==> config.mk <==
export PLATFORM = sky130hd
export DESIGN_NAME = monitor_output_collector
export DESIGN_NICKNAME = d
export VERILOG_FILES = /design/src/rtl/monitor_collector_pkg.sv /design/src/rtl/collector_fifo.sv /design/src/rtl/monitor_output_collector.sv
export SDC_FILE = /design/constraint.sdc
export NUM_CORES = 2
export LEC_CHECK = 0
export ABC_AREA = 1
export CAP_MARGIN = 20
export CORE_MARGIN = 2
export CORE_UTILIZATION = 50
export DETAILED_ROUTE_END_ITERATION = 8
export MAX_ROUTING_LAYER = met4
export PLACE_DENSITY = 0.65
export REMOVE_ABC_BUFFERS = 1
export SYNTH_ARGS = -nofsm -noshare
export SYNTH_HDL_FRONTEND = slang
export SYNTH_SLANG_ARGS = --single-unit
==> constraint.sdc <==
create_clock -name clk -period 14.95 [get_ports clk]
set_input_delay 2.99 -clock clk [delete_from_list [all_inputs] [get_ports clk]]
set_output_delay 2.99 -clock clk [all_outputs]
set_load 0.02 [all_outputs]
==> src/rtl/monitor_collector_pkg.sv <==
// Shared types and sizing helpers for the monitor output collector.
package monitor_collector_pkg;

    // Drain-side FSM states
    typedef enum logic {
        IDLE = 1'b0,
        SEND = 1'b1
    } state_e;

    // Stream-index width; at least one bit so a single-stream build still has a port
    function automatic int idx_w(input int n);
        return (n > 1) ? $clog2(n) : 1;
    endfunction

    // Packed frame layout: {ts, aktv mask, values}
    function automatic int frame_w(input int ts_w, input int n, input int dw);
        return ts_w + n + n * dw;
    endfunction

endpackage

==> src/rtl/collector_fifo.sv <==
// Single-clock frame FIFO. Pointers and count reset; storage does not.
module collector_fifo #(
    parameter int WIDTH = 8,
    parameter int DEPTH = 8
) (
    input  logic                       clk_i,
    input  logic                       rst_i,
    input  logic                       push_i,
    input  logic [WIDTH-1:0]           wdata_i,
    input  logic                       pop_i,
    output logic [WIDTH-1:0]           rdata_o,
    output logic                       full_o,
    output logic                       empty_o,
    output logic [$clog2(DEPTH):0]     count_o
);
    localparam int AW = $clog2(DEPTH);
    localparam int CW = AW + 1;

    logic [WIDTH-1:0] mem_q [DEPTH];
    logic [AW-1:0]    wr_ptr_q, rd_ptr_q;
    logic [CW-1:0]    count_q, count_d;
    logic             do_push, do_pop;

    assign full_o  = (count_q == CW'(DEPTH));
    assign empty_o = (count_q == '0);
    assign count_o = count_q;
    assign rdata_o = mem_q[rd_ptr_q];

    // A push at full is legal only when the head leaves in the same cycle
    assign do_push = push_i && (!full_o || pop_i);
    assign do_pop  = pop_i && !empty_o;

    // Occupancy next-state
    always_comb begin
        count_d = count_q;
        case ({do_push, do_pop})
            2'b10:   count_d = count_q + CW'(1);
            2'b01:   count_d = count_q - CW'(1);
            default: count_d = count_q;
        endcase
    end

    // Pointer and count registers
    always_ff @(posedge clk_i or posedge rst_i) begin
        if (rst_i) begin
            wr_ptr_q <= '0;
            rd_ptr_q <= '0;
            count_q  <= '0;
        end else begin
            if (do_push) wr_ptr_q <= wr_ptr_q + AW'(1);
            if (do_pop)  rd_ptr_q <= rd_ptr_q + AW'(1);
            count_q <= count_d;
        end
    end

    // Frame storage
    always_ff @(posedge clk_i) begin
        if (do_push) mem_q[wr_ptr_q] <= wdata_i;
    end

endmodule

==> src/rtl/monitor_output_collector.sv <==
// Captures active monitor output cycles as timestamped frames and drains
// them as (ts, idx, value) words over a valid/ready stream.
module monitor_output_collector
    import monitor_collector_pkg::*;
#(
    parameter int NUM_OUTPUTS = 3,
    parameter int DATA_W      = 64,
    parameter int FIFO_DEPTH  = 8,
    parameter int TS_W        = 32
) (
    input  logic                              clk,
    input  logic                              rst,
    input  logic                              en,
    input  logic [NUM_OUTPUTS*DATA_W-1:0]     out_data,
    input  logic [NUM_OUTPUTS-1:0]            out_aktv,
    output logic                              tx_valid,
    input  logic                              tx_ready,
    output logic [DATA_W-1:0]                 tx_data,
    output logic [idx_w(NUM_OUTPUTS)-1:0]     tx_idx,
    output logic [TS_W-1:0]                   tx_ts,
    output logic                              tx_last,
    output logic                              overflow,
    output logic [15:0]                       drop_cnt
);
    localparam int IDX_W = idx_w(NUM_OUTPUTS);
    localparam int FW    = frame_w(TS_W, NUM_OUTPUTS, DATA_W);
    localparam int VW    = NUM_OUTPUTS * DATA_W;

    state_e                 state_q, state_d;
    logic [TS_W-1:0]        ts_q;
    logic [TS_W-1:0]        fts_q;
    logic [NUM_OUTPUTS-1:0] mask_q, mask_d;
    logic [VW-1:0]          fdata_q;
    logic                   overflow_q;
    logic [15:0]            drop_q;

    logic                   push_req, push_ok, pop;
    logic                   fifo_full, fifo_empty;
    logic [FW-1:0]          fifo_rdata;
    logic [$clog2(FIFO_DEPTH):0] fifo_cnt_unused;

    logic [IDX_W-1:0]       sel_idx;
    logic [NUM_OUTPUTS-1:0] sel_oh;
    logic [DATA_W-1:0]      sel_data;
    logic                   sel_last, xfer, done;

    // Capture: any active stream with en high forms a frame
    assign push_req = en && (|out_aktv);
    assign push_ok  = push_req && (!fifo_full || pop);

    collector_fifo #(
        .WIDTH (FW),
        .DEPTH (FIFO_DEPTH)
    ) u_fifo (
        .clk_i   (clk),
        .rst_i   (rst),
        .push_i  (push_ok),
        .wdata_i ({ts_q, out_aktv, out_data}),
        .pop_i   (pop),
        .rdata_o (fifo_rdata),
        .full_o  (fifo_full),
        .empty_o (fifo_empty),
        .count_o (fifo_cnt_unused)
    );

    // Pick the lowest remaining active stream of the current frame
    always_comb begin
        sel_idx  = '0;
        sel_oh   = '0;
        sel_data = '0;
        for (int k = 0; k < NUM_OUTPUTS; k++) begin
            if (mask_q[k] && (sel_oh == '0)) begin
                sel_idx   = IDX_W'(k);
                sel_oh[k] = 1'b1;
                sel_data  = fdata_q[k*DATA_W +: DATA_W];
            end
        end
        sel_last = ((mask_q & ~sel_oh) == '0);
    end

    assign xfer = (state_q == SEND) && tx_ready;
    assign done = xfer && sel_last;
    // Load the next frame when idle, or straight after the last word (no bubble)
    assign pop  = !fifo_empty && ((state_q == IDLE) || done);

    // FSM and mask next-state
    always_comb begin
        state_d = state_q;
        mask_d  = mask_q;
        if (pop) begin
            state_d = SEND;
            mask_d  = fifo_rdata[VW +: NUM_OUTPUTS];
        end else if (done) begin
            state_d = IDLE;
            mask_d  = '0;
        end else if (xfer) begin
            mask_d  = mask_q & ~sel_oh;
        end
    end

    // Drain-side state and frame register
    always_ff @(posedge clk or posedge rst) begin
        if (rst) begin
            state_q <= IDLE;
            mask_q  <= '0;
            fts_q   <= '0;
            fdata_q <= '0;
        end else begin
            state_q <= state_d;
            mask_q  <= mask_d;
            if (pop) begin
                fts_q   <= fifo_rdata[FW-1 -: TS_W];
                fdata_q <= fifo_rdata[VW-1:0];
            end
        end
    end

    // Timestamp counter and drop bookkeeping
    always_ff @(posedge clk or posedge rst) begin
        if (rst) begin
            ts_q       <= '0;
            overflow_q <= 1'b0;
            drop_q     <= '0;
        end else begin
            if (en) ts_q <= ts_q + TS_W'(1);
            if (push_req && !push_ok) begin
                overflow_q <= 1'b1;
                if (drop_q != 16'hFFFF) drop_q <= drop_q + 16'd1;
            end
        end
    end

    // Word outputs are zero whenever nothing is presented
    assign tx_valid = (state_q == SEND);
    assign tx_data  = tx_valid ? sel_data : '0;
    assign tx_idx   = tx_valid ? sel_idx  : '0;
    assign tx_ts    = tx_valid ? fts_q    : '0;
    assign tx_last  = tx_valid && sel_last;
    assign overflow = overflow_q;
    assign drop_cnt = drop_q;

endmodule

==> impl_metrics.toml <==
[outcome]
status = "complete, no violations"

[yosys]
syn_area_mm2 = 0.0831
synth_cells = 6736
synthFlopType = "edfxtp_1"
yosysTopAreaCell = "edfxtp_1"
avgSynthCellArea_um2 = 12.3
yosys-top-cells-area = "edfxtp_1 (66%), dfrtp_1 (8.6%), nor2_1 (7.2%)"
yosysTopAreaCellShare_pct = 65.6
yosysWarnings = 0
synth_edf_count = 1816
synth-async-reset-ratio_pct = 13.6
synth-seq-cells = 2103
netlist_top_cells_count = "edfxtp_1 (1816), nor2_1 (1590), o21ai_0 (857), nand2_1 (440), nand3_1 (387)"
synth-seq-area-share_pct = 74.2
synthDistinctLibCells = 38
synth_most_common_cell = "edfxtp_1"

[pwr]
power_density_mw_per_mm2 = 204
swShare_pct = 36.6
p_int_mw = 12.2
seqPwrFrac_pct = 40.5
power_switching_mw = 7.05
peakVddDrop_mv = 0.164
clock_power_share_pct = 26.6
power.leakage_nw = 32.7
p_comb_share_pct = 32.9

[drt]
detail-route-antenna-nets = 0
vias = 52828
wl_um = 209000
drt_iter0_markers = 5490
routedWlPerCell_um = 22.5
via_per_inst = 5.68
drc = 0
drt_pass1_iterations = 5

[clocking]
htree_levels = 4
cts_sinks = 2103
path_clk_slew_ns = 0.06
clock_latency_ns = 0.86
cts-root-buf = "clkbuf_16"
hold_buffers = 0
cts_buffers = 206
cts_resized = 0
clk_path_buf_depth = 3
tritoncts = "built"
postCtsSetupBuffers = 0

[sta]
fin_skew_ns = 0.0302
post-route-period-util_pct = 48.3
setup_ws_ns = 7.73
slew_viol_final = 0
clock.fmax_mhz = 138
tightest_slew_ns = 1.23
layout_min_cycle_time_ns = 7.22
setup_viol = 0
rsz0062_at_grt = "false"
slew_headroom_pct = 17.9
hold_viol = 0

[final_layout]
syn2layout_area_growth_pct = 13.9
regArea_mm2 = 0.0617
drive_gt1_share_pct = 5.74
fin_cells = 9295
utilization_pct = 57.4
multi_input_area_mm2 = 0.0187
fillers = 13212
fin_nets = 7103

[worst_setup_path]
cp_cell_sequence = "clkdlybuf4s50_1 > inv_1 > a21oi_1 > nand2_1 > or2_2 > nor2_4 > buf_4 > buf_4 > buf_4"
critPathTopFamily = "buffers and inverters"
crit_type = "in2reg"
startpoint_type = "primary input"
worstPathRequired_ns = 15.41
worstPathMaxFanout = 59
rr_startpoint = "mask_q[1]$_DFFE_PP0P_"
r2r_cells = 11
critical_path_buf_inv_count = 5
cpPeakStageDelay_ns = 0.92
cp.arrival_ns = 7.68
r2r-end = "fdata_q[67]$_DFFE_PP0P_"
ff2ff_setup_slack_ns = 9.87
worst_path_most_repeated_cell = "buf_4"
endpoint_kind = "flip-flop"
cp_slowest_cell = "buf_4"

[floorplanning]
die_area_mm2 = 0.170
coreArea_mm2 = 0.165
ios = 316
start_util_pct = 50.4
die_w_um = 412
num_rows = 149
die_y_um = 412

[worst_hold_path]
hp-class = "reg2reg"
hp-start = "fdata_q[174]$_DFFE_PP0P_"
hold_depth = 2
hold_path_end = "fdata_q[174]$_DFFE_PP0P_"

[global_routing]
antenna_found_initial = 32
grt_pass1_vias = 51132
grt_max_degree = 227
grt-ovfl-total = 0
track_usage_pct = 25.1
grt_pass1_wl_um = 316000

[placed_design]
port_buffers = 315
post-place-ws_ns = 6.84
gp_congestion = 0.804
dp.final_hpwl_um = 106000
place_inst = 8874

[flow_run]
max-cap-violations = 0
## kinds of logic after synthesis
kind of cell               Yosys count  synth area share, %
AOI/OAI and AO/OA                 1491                 10.1
xor gates and xnor gates            41                0.432
adders and majority gates            8                0.129
buffers and inverters              649                 3.42
DFF                               2103                 74.2
and+or+nand+nor                   2444                 11.7
## worst max path at each step
stage | from | to | slack, ns | cells after the start
global route | en | u_fifo.mem_q[0][130]$_DFFE_PP_ | 7.50 | 9
global placement | en | u_fifo.mem_q[0][27]$_DFFE_PP_ | 6.93 | 9
floorplan | u_fifo.rd_ptr_q[0]$_DFFE_PP0P_ | fdata_q[33]$_DFFE_PP0P_ | -16.44 | 5
CTS | mask_q[0]$_DFFE_PP0P_ | tx_data[3] | 7.71 | 7
detailed placement | en | u_fifo.mem_q[0][2]$_DFFE_PP_ | 6.84 | 9
finish | en | u_fifo.mem_q[0][21]$_DFFE_PP_ | 7.73 | 9
## metrics by stage
stage	total power, mW	setup TNS, ns	instance area [um2]	hold slack, ns
6_report	19.3	0	94700	0.480
5_1_grt	20.3	0	94600	0.494
4_1_cts	19.4	0	94500	0.482
3_5_place_dp	14.3	0	87800	0.465
3_3_place_gp	14.1	0	87800	0.456
2_1_floorplan	12.6	-3724.86	81100	0.449
## flip-flops by register name (all words and copies together), names as in the netlist
signal           cells
ts_q                32
u_fifo.wr_ptr_q      3
overflow             1
mask_q               3
u_fifo.mem_q      1816
drop_cnt            16
u_fifo.count_o       4
u_fifo.rd_ptr_q      3
fts_q               32
fdata_q            192
tx_valid             1
## placed cells by master, fill, tap and decap left out, types with 6 or more instances in the layout
cell	synthesis	final
edfxtp_1	1816	1816
nor2_1	1590	1582
o21ai_0	857	857
nand2_1	440	439
nand3_1	387	387
o211ai_1	331	331
clkdlybuf4s50_1	0	315
dfrtp_1	287	283
clkbuf_16	0	210
inv_1	208	205
o21ai_1	177	177
a21oi_1	69	69
buf_4	19	61
clkbuf_1	233	57
o22ai_1	53	53
clkinv_2	0	34
diode_2	0	31
clkbuf_8	0	29
clkinv_1	1	28
xor2_1	24	24
xnor2_1	17	17
bufinv_16	0	12
buf_12	0	11
nor2_4	0	8
nand4_1	7	7
ha_1	7	7
nor3_1	6	6
## cell type report
cell class / count / area share (%)
Antenna cell: 31 / 0.0820
Inverter: 212 / 0.895
Sequential cell: 2103 / 65.2
Clock buffer: 296 / 6.20
Multi-Input combinational cell: 3984 / 19.7
Clock inverter: 91 / 0.900
Timing Repair Buffer: 389 / 4.11
Tap cell: 2189 / 2.89
## metal layers
metal	wire, um	part of all wire (%)	up-vias	GRT usage [%]
met5	0	0	-	-
met4	3870	1.8	0	6.49
met3	15200	7.2	263	4.63
met2	100000	48	1667	39.3
met1	89800	43	26524	34.1
li1	-	-	24374	-
## tightest hold or removal path, cell delays in order (launching register included)
cell and delay [ns]:
dfrtp_1 0.34, nand2_1 0.05, nand2_1 0.06
## power by group through the flow
stage               Combinational (mW)  Sequential, mW  Clock [mW]
floorplan                         4.27            8.32           0
global placement                  6.23            7.90           0
detailed placement                6.34            7.92           0
CTS                               6.37            7.81        5.19
global route                      7.02            7.89        5.41
finish                            6.34            7.81        5.13
No activity file was read; power rests on OpenSTA's default activity.
